**config.mk**
```make
export PLATFORM = sky130hd
export DESIGN_NAME = aes_spi_master
export DESIGN_NICKNAME = d
export VERILOG_FILES = /design/src/rtl/aes_spi_pkg.sv /design/src/rtl/aes_spi_clkgen.sv /design/src/rtl/aes_spi_master.sv
export SDC_FILE = /design/constraint.sdc
export NUM_CORES = 1
export LEC_CHECK = 0
export BUFFER_PORTS_ARGS = -buffer_cell sky130_fd_sc_hd__buf_2
export CAP_MARGIN = 0
export CORE_AREA = 3 3 269 139
export DETAILED_ROUTE_END_ITERATION = 12
export DIE_AREA = 0 0 272 142
export PLACE_DENSITY = 0.74
export SYNTH_ARGS = -nofsm -noshare
export SYNTH_HDL_FRONTEND = slang
export SYNTH_HIERARCHICAL = 1
export SYNTH_SLANG_ARGS = --single-unit
```
**constraint.sdc**
```tcl
create_clock -name clk -period 2.6 [get_ports clk]
set_input_delay 0.26 -clock clk [delete_from_list [all_inputs] [get_ports clk]]
set_output_delay 0.26 -clock clk [all_outputs]
set_load 0.02 [all_outputs]
```
**src/rtl/aes_spi_pkg.sv**
```systemverilog
// Shared types and constants for the AES SPI master: state encoding, mode codes,
// block width and the key-length helper.
package aes_spi_pkg;

    typedef enum logic [2:0] {
        IDLE,
        TX_MSG,
        TX_KEY,
        WAIT,
        RX,
        DONE
    } state_e;

    localparam logic ENCR    = 1'b0;
    localparam logic DECR    = 1'b1;
    localparam int   BLOCK_W = 128;
    localparam int   CNT_W   = 9;

    function automatic int key_bits(input int nk);
        return nk * 32;
    endfunction

endpackage

```
**src/rtl/aes_spi_clkgen.sv**
```systemverilog
// Bit-period timebase: 2*CLK_DIV clk cycles per bit, sclk phase plus end-of-bit
// and sclk-rise ticks; held at phase zero while en_i is low.
module aes_spi_clkgen #(
    parameter int CLK_DIV = 50
) (
    input  logic clk,
    input  logic rst_n,
    input  logic en_i,
    output logic phase_o,
    output logic bit_end_o,
    output logic sample_o
);
    localparam int            CW     = $clog2(2 * CLK_DIV);
    localparam logic [CW-1:0] LAST   = CW'(2 * CLK_DIV - 1);
    localparam logic [CW-1:0] HALF   = CW'(CLK_DIV);
    localparam logic [CW-1:0] SAMPLE = CW'(CLK_DIV - 1);

    logic [CW-1:0] cnt_q, cnt_d;

    always_comb begin
        cnt_d = cnt_q + CW'(1);
        if (!en_i || cnt_q == LAST) cnt_d = '0;
    end

    always_ff @(posedge clk or negedge rst_n) begin
        if (!rst_n) cnt_q <= '0;
        else        cnt_q <= cnt_d;
    end

    assign phase_o   = en_i && (cnt_q >= HALF);
    assign bit_end_o = en_i && (cnt_q == LAST);
    // The edge that ends this cycle is the one where sclk rises.
    assign sample_o  = en_i && (cnt_q == SAMPLE);

endmodule

```
**src/rtl/aes_spi_master.sv**
```systemverilog
// SPI master that ships a 128-bit block and an NK-word key LSB first, then reads
// a 128-bit response. Define AES_SPI_SELFCHECK_EN to add the match_o comparator.
module aes_spi_master
    import aes_spi_pkg::*;
#(
    parameter int NK        = 4,
    parameter int CLK_DIV   = 50,
    parameter int RESP_WAIT = 0
) (
    input  logic                 clk,
    input  logic                 rst_n,
    input  logic                 start_i,
    input  logic                 mode_i,
    input  logic [BLOCK_W-1:0]   msg_i,
    input  logic [NK*32-1:0]     key_i,
    output logic                 busy_o,
    output logic                 done_o,
    output logic [BLOCK_W-1:0]   result_o,
    output logic                 sclk_o,
    output logic                 cs_n_o,
    output logic                 mosi_o,
    input  logic                 miso_i,
    output logic                 mode_o
`ifdef AES_SPI_SELFCHECK_EN
    ,
    output logic                 match_o
`endif
);
    localparam int               KB        = key_bits(NK);
    localparam int               TX_W      = BLOCK_W + KB;
    localparam logic [CNT_W-1:0] BLK_LAST  = CNT_W'(BLOCK_W - 1);
    localparam logic [CNT_W-1:0] KEY_LAST  = CNT_W'(KB - 1);
    localparam logic [CNT_W-1:0] WAIT_LAST = CNT_W'(RESP_WAIT - 1);

    state_e              state_q, state_d;
    logic [CNT_W-1:0]    bit_cnt_q, bit_cnt_d;
    logic [TX_W-1:0]     tx_q, tx_d;
    logic [BLOCK_W-1:0]  rx_q, rx_d;
    logic                mode_q, mode_d;
    logic                cs_n_q, cs_n_d;
    logic                busy_q, busy_d;
    logic                done_q, done_d;
    logic [CNT_W-1:0]    last_cnt;
    state_e              after_st;
    logic                phase, bit_end, sample;

    aes_spi_clkgen #(.CLK_DIV(CLK_DIV)) u_clkgen (
        .clk       (clk),
        .rst_n     (rst_n),
        .en_i      (~cs_n_q),
        .phase_o   (phase),
        .bit_end_o (bit_end),
        .sample_o  (sample)
    );

    // Terminal count and successor of each shifting state.
    always_comb begin
        last_cnt = BLK_LAST;
        after_st = IDLE;
        unique case (state_q)
            TX_MSG:  after_st = TX_KEY;
            TX_KEY: begin
                last_cnt = KEY_LAST;
                after_st = (RESP_WAIT > 0) ? WAIT : RX;
            end
            WAIT: begin
                last_cnt = WAIT_LAST;
                after_st = RX;
            end
            RX:      after_st = DONE;
            default: after_st = IDLE;
        endcase
    end

    always_comb begin
        // NOTE: every variable gets a default first so no path can infer a latch.
        state_d   = state_q;
        bit_cnt_d = bit_cnt_q;
        tx_d      = tx_q;
        rx_d      = rx_q;
        mode_d    = mode_q;
        cs_n_d    = cs_n_q;
        busy_d    = busy_q;
        done_d    = 1'b0;
        unique case (state_q)
            IDLE: if (start_i) begin
                state_d   = TX_MSG;
                bit_cnt_d = '0;
                tx_d      = {key_i, msg_i};
                mode_d    = mode_i ? DECR : ENCR;
                cs_n_d    = 1'b0;
                busy_d    = 1'b1;
            end
            TX_MSG, TX_KEY, WAIT, RX: begin
                if (state_q == RX && sample) rx_d = {miso_i, rx_q[BLOCK_W-1:1]};
                if (bit_end) begin
                    tx_d      = {1'b0, tx_q[TX_W-1:1]};
                    bit_cnt_d = bit_cnt_q + CNT_W'(1);
                    if (bit_cnt_q == last_cnt) begin
                        state_d   = after_st;
                        bit_cnt_d = '0;
                        if (after_st == DONE) begin
                            cs_n_d = 1'b1;
                            busy_d = 1'b0;
                            done_d = 1'b1;
                        end
                    end
                end
            end
            DONE:    state_d = IDLE;
            default: state_d = IDLE;
        endcase
    end

    // NOTE: sequential state uses non-blocking assignments only; the result
    // register is reset as well because its reset value is observable.
    always_ff @(posedge clk or negedge rst_n) begin
        if (!rst_n) begin
            state_q   <= IDLE;
            bit_cnt_q <= '0;
            tx_q      <= '0;
            rx_q      <= '0;
            mode_q    <= ENCR;
            cs_n_q    <= 1'b1;
            busy_q    <= 1'b0;
            done_q    <= 1'b0;
        end else begin
            state_q   <= state_d;
            bit_cnt_q <= bit_cnt_d;
            tx_q      <= tx_d;
            rx_q      <= rx_d;
            mode_q    <= mode_d;
            cs_n_q    <= cs_n_d;
            busy_q    <= busy_d;
            done_q    <= done_d;
        end
    end

`ifdef AES_SPI_SELFCHECK_EN
    logic [BLOCK_W-1:0] msg_q;
    logic               match_q;

    always_ff @(posedge clk or negedge rst_n) begin
        if (!rst_n) begin
            msg_q   <= '0;
            match_q <= 1'b0;
        end else begin
            if (state_q == IDLE && start_i) msg_q <= msg_i;
            if (done_d) match_q <= (rx_q == msg_q);
        end
    end

    assign match_o = match_q;
`endif

    // tx_q drains to zero, so mosi is naturally low in WAIT and RX.
    assign mosi_o   = tx_q[0];
    assign sclk_o   = phase && (state_q != WAIT);
    assign cs_n_o   = cs_n_q;
    assign busy_o   = busy_q;
    assign done_o   = done_q;
    assign mode_o   = mode_q;
    assign result_o = rx_q;

endmodule

```
; ---- After elaboration in Yosys (flattened, before gate mapping)
; Cells that the tools add are included.
; W data, S select, Z words.
[op_classes]
n_eq_ne = 13
muxes = 29
n_reduce_logical = 15
n_bitwise = 1
n_addsub = 2
order_cmp = 1
[op_table]
columns = operator, count
row1 = $mux W256, 2
row2 = $pmux W256 S2, 1
row3 = $mux W9, 4
row4 = $pmux W9 S2, 1
row5 = $mux W1, 13
row6 = $add A9 B1 Y9 const B, 1
row7 = $eq A9 B9 Y1, 1
row8 = $mux W3, 3
row9 = $pmux W3 S3, 1
row10 = $ne A2 B2 Y1 const B, 4
row11 = $add A7 B1 Y7 const B, 1
row12 = $eq A7 B6 Y1 const B, 1
row13 = $eq A7 B7 Y1 const B, 1
row14 = $ge A7 B6 Y1 const B, 1
row15 = $mux W7, 1
row16 = $eq A3 B2 Y1 const B, 2
row17 = $eq A3 B3 Y1 const B, 2
row18 = $pmux W3 S2, 1
row19 = $reduce_and A3 Y1, 2
row20 = $logic_and A1 B1 Y1, 5
row21 = $reduce_and A5 Y1, 1
row22 = $pmux W1 S2, 2
row23 = $reduce_and A2 Y1, 2
row24 = $reduce_or A4 Y1, 1
row25 = 7 further kinds, 7
[totals]
reg_bits = 407
inputBits = 261
word_cells = 70
out_inout_bits = 134

; ---- Longest topological paths before layout
; Gate-level depths: netlist of the first run.
[logic_depth]
word_depth = 8
mapped_depth = 11
depth_no_buf = 8

; ---- Hierarchy
; The synthesis of the first run kept the hierarchy.
[modules_own_cells]
columns = module, cells_each, n_inst, seq_area_each_um2, area_each_um2
row1 = aes_spi_master, 1763, 1, 10010.9, 17138.9
row2 = aes_spi_clkgen, 40, 1, 175.2, 390.4

; ---- Least setup slack after synthesis of the first run
; OpenSTA, ideal clock, no wires.
[synth_path]
path_kind = register -> register
startpoint = register u_clkgen.cnt_q[1]
endpoint = register tx_q[0]
setup_time_ns = 0.141
arrival_ns = 2.093
path_stages_with_launch = 11
t_required_ns = 2.459
slack_ns = 0.366
synth_period_minus_slack_ns = 2.234
path_buffers = 3
cell_sequence = dfrtp_1 > ha_1 > nand4b_1 > nor3_1 > buf_2 > nor2b_1 > a21oi_4 > nand2_2 > buf_4 > clkbuf_1 > a31oi_1
[synth_via]
elab_chain_cells = 4
[synth_rtl]
columns = element, line
row1 = "start, declared", aes_spi_clkgen.sv:18  ; logic [CW-1:0] cnt_q, cnt_d;
row2 = "start signal, assigned", aes_spi_clkgen.sv:27  ; else cnt_q <= cnt_d;
row3 = $eq A7 B7 Y1, aes_spi_clkgen.sv:31  ; assign bit_end_o = en_i && (cnt_q == LAST);
row4 = $logic_and A1 B1 Y1, aes_spi_clkgen.sv:31
row5 = net bit_end, aes_spi_master.sv:45  ; logic phase, bit_end, sample;
row6 = $ne A2 B2 Y1 (no line), --
row7 = $reduce_and A3 Y1 (no line), --
row8 = "end signal, assigned", aes_spi_master.sv:130  ; tx_q <= tx_d;
row9 = "end, declared", aes_spi_master.sv:37  ; logic [TX_W-1:0] tx_q, tx_d;
; The timed path passes the listed nets, and every way through them passes these cells.
; A chain may end at the register's enable or synchronous reset.

; ---- Final worst setup path of the first run
[layout_path]
startpoint = register u_clkgen.cnt_q[1]
endpoint = register tx_q[32]
; Same word-level chain as after synthesis.

==> out/qor.txt, run 1 <==
Status: completed
Total gr overflow: 0
CP startpoint kind: flop
WP data required: 3.02 ns
Synth warnings: 6
CTS tree: yes
Postcts setup bufs: 0
Period utilization: 93.3%
Via/cell ratio: 5.36
Combinational power share: 5.0%
Nets: 2,647
Maximum VDD drop: 0.000423 V
Final hold violation count: 0
Gate count of the mapped netlist: 1,803
Most common flop cell mapped by yosys: dfrtp_1
Arrival time worst endpoint: 2.85 ns
Max-Cap Viols: 0
Crit-path max cell delay: 0.42 ns
Critical Path Sink Type: flop
DRC viols: 0
Top cell by count, worst path: buf_12
Dpl cell area: 20,200 um^2
Pwr dens: 542 nW/um^2
Flop-to-flop setup slack: 0.17 ns
Sw Pwr: 0.00274 W
Crit path cell chain: ha_1 -> nand4b_1 -> nor3_2 -> nor2b_2 -> a21oi_4 -> nand2_8 -> buf_12 -> buf_12 -> nor2_1 -> a31oi_1
# fillers: 2,550
Final Instance Area: 23,800 um^2
DIE AREA: 38,600 um^2
Antenna Nets Post-Route: 0
IO Pins: 395
Worst-path clk slew: 0.07 ns
Initial DRC count: 1,546
Die height: 142 um
Horiz. Die Dim: 272 um
Slew of the pin with the lowest slew margin: 0.659 ns
Row cnt: 49
Largest area contributor in the synthesized netlist: dfrtp_1
Depth of the most critical reg-to-reg path: 10
Layout overhead on the synthesized area: 35.9%
Post-synth EDFFs: 0
Max Slew Vio Count: 0
Post-DP HPWL: 30,600 um
Longest Clk Path Bufs: 3
Seq/Total Area, Yosys: 58.1%
Root Buffer: clkbuf_16
Post-synth top area share: 58.0%
WHS Endpoint: tx_q[75]
Num CTS Buffers: 38
Fmax: 0.412 GHz
Vias: 15,600
WHS Path Cells: 3
Synth Register Bits: 407
Final setup vio count: 0
First-pass GRT wire length: 79,200 um
Post-route setup slack: 0.175 ns
Syn_area_per_cell: 9.72 um^2
Synth top area cells: dfrtp_1 58%, nand2_1 11%, a31oi_1 9.1%
Worst path bufs/invs: 2
Initial Utilization: 49.6%
H-tree levels: 2
Core Region: 35,400 um^2
Leakage power: 11.9 nW
Total clock sinks: 407
Global Route Usage Sum: 25.2%
Power Internal: 0.0102 W
Initial antenna violation count: 7
Multi-input logic area: 6710 um^2
Layout cells sized above 1: 27.0%
Hold_sp: msg_i[75]
Critical path class: reg -> reg
GPL Wtd Cong: 0.849
Cell area after synthesis: 17,500 um^2
Min Tclk post-route: 2.43 ns
Dpl ws: 0.0730 ns
Number of global-route vias before repair: 15,100
Drt pass-1 iters: 6
Clk_skew: 0.0211 ns
Reg2reg start: u_clkgen/cnt_q[1]
Worst slew margin: 56.1%
Post-synth ARST share: 100%
Worst R2R End: tx_q[32]
Slowest CP cell: dfrtp_1
Delay-heaviest family, CP: simple AND/OR/NAND/NOR gates
Clock latency on the worst-skew pair: 0.53 ns
IO Port Bufs: 394
Mapped Nets: 2,068
Drt wl/cell: 17.2 um
Switching Share: 21.2%
Hold crit path type: in -> reg
Crit-path max FO: 29
Clock share of power: 46.0%
Yosys cell types: 50
Sequential Power Share: 49.0%
Storage element area: 10,200 um^2
Largest net degree at the start of global routing: 96
Total Routed Length: 50,000 um
area by class of cell:
cell class              instances  share of cell area (%)
diodes                         11                   0.116
clock buffers                  47                    4.35
clock inverters                21                    1.19
inverters                       7                   0.110
multi-input cells            1261                    28.2
flip-flops and latches        407                    42.8
well taps                     484                    2.54
repair buffers                667                    20.7
kinds of logic after synthesis:
group / share of synthesized area, %
simple gates: 18.4
flops: 58.1
compound gates: 10.4
buf+inv: 3.81
mux: 8.28
xor+xnor: 0.650
fa+ha+maj: 0.343
repair_timing:
action,4_1_cts,5_1_grt
hold buffers,221,1
hold endpoints to repair,285,1
resized for setup,0,3
setup endpoints to repair,0,210
per-stage QoR:
stage	utilization, %	cells	TNS, ns	hold WS [ns]	total power [W]
floorplan	-	1803	0	-0.0356	0.00646
finish	67.3	2905	0	0.0267	0.0129
detailed placement	57.1	2603	0	0.288	0.00682
global placement	57.1	2603	0	0.272	0.00681
CTS	67.1	2892	0	0.000229	0.0130
global route	67.3	2901	-0.00515	0.000934	0.0134
sequential cells by signal (all words and copies together), names as in the netlist:
signal	cells
mode_o	1
done_o	1
bit_cnt_q	9
busy_o	1
state_q	3
cs_n_o	1
tx_q	256
result_o	128
u_clkgen/cnt_q	7
cell usage in the layout (no fill, tap or decap), types with 2 or more instances in the layout:
cell type / Yosys / layout
a21oi_1: 13 / 13
a31oi_1: 255 / 255
and2_1: 2 / 2
buf_12: 0 / 25
buf_2: 75 / 393
buf_4: 18 / 24
bufinv_16: 0 / 6
clkbuf_1: 27 / 5
clkbuf_16: 0 / 40
clkbuf_8: 0 / 3
clkinv_2: 0 / 7
clkinv_4: 0 / 3
clkinvlp_4: 0 / 2
dfrtp_1: 406 / 406
diode_2: 0 / 11
dlygate4sd3_1: 0 / 222
ha_1: 4 / 4
inv_1: 7 / 7
inv_6: 0 / 3
mux2_2: 128 / 128
nand2_1: 525 / 525
nand3_1: 9 / 9
nand3b_1: 2 / 2
nand4_1: 3 / 3
nand4b_1: 2 / 2
nor2_1: 268 / 268
o21ai_0: 7 / 7
o31ai_1: 4 / 4
or2_2: 2 / 2
or3_1: 3 / 3
xnor2_1: 6 / 6
xnor2_4: 1 / 2
xor2_1: 2 / 2
cells in the mapped netlist (4+ instances only):
cell type / n
a21oi_1: 13
a31oi_1: 255
buf_1: 8
buf_2: 75
buf_4: 18
clkbuf_1: 27
dfrtp_1: 406
ha_1: 4
inv_1: 7
mux2_2: 128
nand2_1: 525
nand3_1: 9
nor2_1: 268
o21ai_0: 7
o31ai_1: 4
xnor2_1: 6
routing by layer:
layer / global-route usage (%) / up-vias / wire (um)
met5: 0 / - / 0
li1: - / 7272 / -
met3: 4.38 / 141 / 3090
met1: 34.5 / 7537 / 21500
met4: 8.40 / 0 / 1490
met2: 41.3 / 615 / 24000
how the worst max path moves through the flow:
stage	start	end	slack, ns	cells past startpoint
floorplan	u_clkgen/cnt_q[1]	tx_q[0]	0.37	10
global placement	u_clkgen/cnt_q[1]	tx_q[186]	0.19	10
detailed placement	u_clkgen/cnt_q[1]	tx_q[211]	0.07	10
CTS	u_clkgen/cnt_q[1]	tx_q[11]	0.03	10
global route	u_clkgen/cnt_q[0]	tx_q[194]	-0.004	10
finish	u_clkgen/cnt_q[1]	tx_q[32]	0.17	10
worst min-delay path, cell delays in order:
cell and delay [ns]:
buf_2 0.10, nand2_1 0.05, a31oi_1 0.08
power by group through the flow:
stage | sequential (W) | combinational (W) | clock, W
final | 0.00633 | 0.000643 | 0.00593
after global routing | 0.00633 | 0.000698 | 0.00636
after CTS | 0.00633 | 0.000632 | 0.00606
after detailed placement | 0.00645 | 0.000366 | 0
after global placement | 0.00645 | 0.000362 | 0
after floorplan | 0.00645 | 0.00000538 | 0
No activity file was read; power rests on OpenSTA's default activity.
==> run 2, diff against run 1 <==
- CORE_AREA: 3 3 269 139 -> 3 3 246 152
- DIE_AREA: 0 0 272 142 -> 0 0 249 155
==> run 2 against run 1 <==
  * Total power shrank 0.14%
  * Largest cell class unchanged
  * Largest power group unchanged
  * Sequential share of layout area shrank 0.39 points
  * Via count grew 3.2%
  * Critical path type unchanged
  * Global-route usage grew 1.2 points
  * Count of clock-buffer cells in the layout grew 5
  * Critical endpoint unchanged
==> out/qor.txt, run 2 (same netlist as run 1, synthesis figures left out) <==
Min Tclk post-route: 2.46 ns
Post-DP HPWL: 30,900 um
WP data required: 3.03 ns
Total Routed Length: 52,700 um
Commonest non-fill, non-tap cell in the layout: nand2_1
Worst-path clk slew: 0.07 ns
Initial DRC count: 1,514
Critical Path Sink Type: flop
Max Slew Vio Count: 0
DR WL met2: 25,700 um
H-tree levels: 2
IO Pins: 395
Worst path bufs/invs: 1
Fmax: 0.406 GHz
Leakage power: 12.0 nW
Global Route Usage Sum: 26.3%
DIE AREA: 38,600 um^2
Hold crit path type: in -> reg
Max reg flops: 256
Drt wl/cell: 18.1 um
Row cnt: 53
Critical path class: reg -> reg
RSZ-0062 raised after global routing: false
Final hold violation count: 0
Arrival time worst endpoint: 2.90 ns
Drt pass-1 iters: 6
CP startpoint kind: flop
Worst slew margin: 50.5%
Met1 wire length: 21,700 um
Commonest cells after routing, fill and taps aside: 525 x nand2_1, 405 x dfrtp_1, 393 x buf_2
Clock latency on the worst-skew pair: 0.54 ns
Nets: 2,671
Met3 wire len: 3540 um
Storage element area: 10,200 um^2
Longest Clk Path Bufs: 3
Total clock sinks: 407
Initial Utilization: 50.2%
Num CTS Buffers: 39
Layout overhead on the synthesized area: 37.1%
Vias: 16,100
Root Buffer: clkbuf_16
First-pass GRT wire length: 83,500 um
Layout cells sized above 1: 27.1%
DRC viols: 0
Pwr dens: 536 nW/um^2
Total gr overflow: 0
DR top layer: met4
Largest net degree at the start of global routing: 103
Status: completed
CTS tree: yes
Maximum VDD drop: 0.000494 V
# fillers: 2,441
Clk_skew: 0.0226 ns
Horiz. Die Dim: 249 um
Crit-path max FO: 72
Hold slack: 0.0173 ns
Die height: 155 um
Delay-heaviest family, CP: simple AND/OR/NAND/NOR gates
Period utilization: 94.8%
Biggest register: tx_q
Via/cell ratio: 5.53
Core Util, Final: 68.8%
Core Region: 34,900 um^2
Antenna Nets Post-Route: 0
Crit path cell chain: ha_1 -> nand4b_1 -> nor3_4 -> and4bb_1 -> a21oi_4 -> nand2_8 -> buf_16 -> nor2_1 -> a31oi_1
Final setup vio count: 0
Setup TNS: 0 ns
Number of global-route vias before repair: 15,800
Multi-input logic area: 6720 um^2
IO Port Bufs: 394
GPL Wtd Cong: 0.841
Slowest CP cell: dfrtp_1
Initial antenna violation count: 3
Max-Cap Viols: 0
Slew of the pin with the lowest slew margin: 0.742 ns
Crit-path max cell delay: 0.42 ns
-- run 2: changes by cell type in the layout (fill, tap and decap cells not counted), moves of 4 or more --
cell           delta
buf_4             +5
clkbuf_8          +6
buf_12            -6
buf_16            +4
diode_2           -7
dlygate4sd3_1    +18
-- run 2: power breakdown --
group	total [W]	switching, W	internal [W]	leakage (nW)
Sequential	0.00633	0.000000459	0.00633	4.32
Clock	0.00587	0.00249	0.00338	0.658
Combinational	0.000691	0.000286	0.000405	7.00
Total	0.0129	0.00277	0.0101	12.0
-- run 2: repair_timing --
action                                 4_1_cts  5_1_grt
endpoints found under the hold margin      298        0
buffers inserted                             0        0
gates resized for setup                      1        9
hold buffers                               240        0
setup endpoints to repair                    3       99
gates cloned                                 0        3
pin swaps                                    0        1
-- run 2: routing by layer --
layer	track usage, %	vias up
met1	35.2	7803
met3	4.98	156
met4	8.49	0
met5	0	-
li1	-	7304
met2	43.9	806
-- run 2: final timing paths --
path / from / endpoint / slack, ns / cells past startpoint
min in group asynchronous: rst_n / tx_q[132] / 0.34 / 2
max in group asynchronous: rst_n / tx_q[65] / 1.42 / 3
hold reg to reg: tx_q[255] / tx_q[255] / 0.49 / 2
hold / removal: key_i[111] / tx_q[239] / 0.02 / 3
setup / recovery: u_clkgen/cnt_q[0] / tx_q[32] / 0.14 / 9
setup reg to reg: u_clkgen/cnt_q[0] / tx_q[32] / 0.14 / 9
-- run 2: per-stage QoR --
stage	power [W]	instances	instance area, um^2	setup slack [ns]
6_report	0.0129	2904	24000	0.136
3_5_place_dp	0.00683	2589	20200	0.0128
5_1_grt	0.0133	2903	24000	0.00950
4_1_cts	0.0129	2897	23900	0.104
2_1_floorplan	0.00646	1803	17500	0.366
3_3_place_gp	0.00683	2589	20200	0.173
-- run 2: layout make-up --
class,instances,area share (%)
clock buffers,52,4.73
inverters,7,0.109
repair buffers,690,21.6
flip-flops and latches,407,42.4
diodes,4,0.0416
well taps,467,2.43
multi-input cells,1261,28.0
clock inverters,16,0.724
-- run 2: worst min-delay path, delay by kind of cell --
kind	cells	cell delay [ns]
buf+inv	1	0.10
compound gates	1	0.08
simple gates	1	0.06
==> run 3, diff against run 2 <==
- BUFFER_PORTS_ARGS: -buffer_cell sky130_fd_sc_hd__buf_2 -> not set
- DONT_BUFFER_PORTS: not set -> 1
- GPL_ROUTABILITY_DRIVEN: not set -> 1
- PLACE_DENSITY: 0.74 -> not set
==> run 3 against run 2 <==
  * The run now ends with hold timing left
  * Sequential share of layout area grew 4.2 points
  * Maximum frequency grew 5.9%
  * Count of clock-buffer cells in the layout grew 3
  * Worst hold slack lost 0.59 ns
  * Die area is the same
  * Combinational power shrank 49%
  * Final cell count shrank 14%
  * Utilization shrank 6.3 points
  * Via count shrank 15%
  * Critical path depth grew 1
  * Largest cell class unchanged
==> out/qor.txt, run 3 (same netlist as run 1, synthesis figures left out) <==
Final setup vio count: 0
Commonest cells after routing, fill and taps aside: 525 x nand2_1, 406 x dfrtp_1, 268 x nor2_1
Biggest register: tx_q
WP data required: 3.03 ns
Layout cells sized above 1: 11.5%
Drt pass-1 iters: 6
Total power: 0.0123 W
Final hold violation count: 407
Root Buffer: clkbuf_16
DRC viols: 0
Crit path cell chain: ha_1 -> nand4b_1 -> nor3_4 -> nor2b_2 -> a21oi_4 -> nand2_8 -> buf_12 -> buf_12 -> nor2_1 -> a31oi_1
Depth of the most critical reg-to-reg path: 10
Number of global-route vias before repair: 13,400
Die height: 155 um
Leakage power: 10.1 nW
Initial Utilization: 50.2%
IO Pins: 395
Post-DP HPWL: 27,500 um
Arrival time worst endpoint: 2.76 ns
Horiz. Die Dim: 249 um
Vias: 13,600
Clk_skew: 0.00991 ns
Period utilization: 89.5%
GPL Wtd Cong: 0.816
Row cnt: 53
Setup TNS: 0 ns
Fmax: 0.430 GHz
Hold crit path type: in -> async
Largest net degree at the start of global routing: 408
Longest Clk Path Bufs: 3
Max-Cap Viols: 0
Pwr dens: 563 nW/um^2
IO Port Bufs: 0
# fillers: 2,797
Drt wl/cell: 17.8 um
Global Route Usage Sum: 22.7%
Crit-path max cell delay: 0.43 ns
Top cell by count, worst path: buf_12
Num CTS Buffers: 39
Status: finished, violations left
Total Routed Length: 44,600 um
Clock latency on the worst-skew pair: 0.52 ns
Critical path class: reg -> reg
Slowest CP cell: dfrtp_1
Flop-to-flop setup slack: 0.27 ns
Crit-path max FO: 22
Ant. Diodes: 0
Min Tclk post-route: 2.33 ns
Hold slack: -0.569 ns
Worst R2R End: tx_q[58]
Initial DRC count: 1,159
Antenna Nets Post-Route: 0
CTS tree: yes
Commonest non-fill, non-tap cell in the layout: nand2_1
Max reg flops: 256
RSZ-0062 raised after global routing: false
First-pass GRT wire length: 72,300 um
Nets: 2,274
Reg2reg start: u_clkgen/cnt_q[1]
CP startpoint kind: flop
Slew of the pin with the lowest slew margin: 0.707 ns
H-tree levels: 2
Layout overhead on the synthesized area: 24.6%
Total clock sinks: 407
Maximum VDD drop: 0.000456 V
# hold bufs at CTS: 259
Total gr overflow: 0
Core Region: 34,900 um^2
DIE AREA: 38,600 um^2
Max Slew Vio Count: 0
Via/cell ratio: 5.45
Failing checks: hold timing
Worst slew margin: 52.8%
Initial antenna violation count: 0
Critical Path Sink Type: flop
Worst-path clk slew: 0.06 ns
run 3: cell count changes in the layout (fill, tap and decap cells not counted), sizes merged:
cell / before / now
buf: 447 / 34
inv: 8 / 7
bufinv: 3 / 2
clkinv: 12 / 8
dlygate4sd3: 240 / 259
diode: 4 / 0
clkinvlp: 0 / 2
run 3: timing repair:
action,in CTS,in global routing
gates resized for setup,0,5
hold endpoints to repair,666,407
buffers inserted,0,1
endpoints found under the setup margin,0,249
run 3: worst max path at each step:
stage,startpoint,endpoint,cells past startpoint
5_1_grt,u_clkgen/cnt_q[1],tx_q[63],10
3_3_place_gp,u_clkgen/cnt_q[1],tx_q[40],9
6_report,u_clkgen/cnt_q[1],tx_q[58],10
4_1_cts,u_clkgen/cnt_q[1],tx_q[222],9
2_1_floorplan,u_clkgen/cnt_q[1],tx_q[0],10
3_5_place_dp,u_clkgen/cnt_q[1],tx_q[195],9
run 3: power breakdown:
group	total, W	internal (W)	switching, W
Sequential	0.00633	0.00633	0.00000179
Clock	0.00562	0.00322	0.00239
Combinational	0.000350	0.000266	0.0000849
run 3: final cells by class:
class	instances	area [um^2]	share of cell area (%)
Sequential cell	407	10200	46.6
Multi-Input combinational cell	1261	6720	30.8
Timing Repair Buffer	293	3080	14.1
Clock buffer	55	1130	5.17
Tap cell	467	584	2.67
Clock inverter	12	115	0.527
Inverter	7	26.3	0.120
run 3: stage by stage:
stage	utilization (%)	cell area [um^2]	setup WS, ns	cells
after CTS	62.4	21800	0.000867	2501
after detailed placement	51.4	18000	0.0341	2175
final	62.5	21800	0.274	2502
after floorplan	-	17500	0.366	1803
after global placement	51.4	18000	0.132	2175
after global routing	62.5	21800	0.0221	2502
run 3: critical path: cells and delay by family (launching register included):
kind	cells	cell delay, ns
buffers and inverters	2	0.36
AOI/OAI and AO/OA	2	0.29
adders and majority gates	1	0.24
DFF	1	0.43
and+or+nand+nor	5	0.90
run 3: layer usage:
| metal | routed length [um] | GRT usage, % | part of all wire (%) |
|---|---|---|---|
| met3 | 2730 | 4.95 | 6.1 |
| met5 | 0 | 0 | 0 |
| met4 | 1030 | 6.47 | 2.3 |
| met1 | 19600 | 31.6 | 44 |
| met2 | 21100 | 36.1 | 47 |
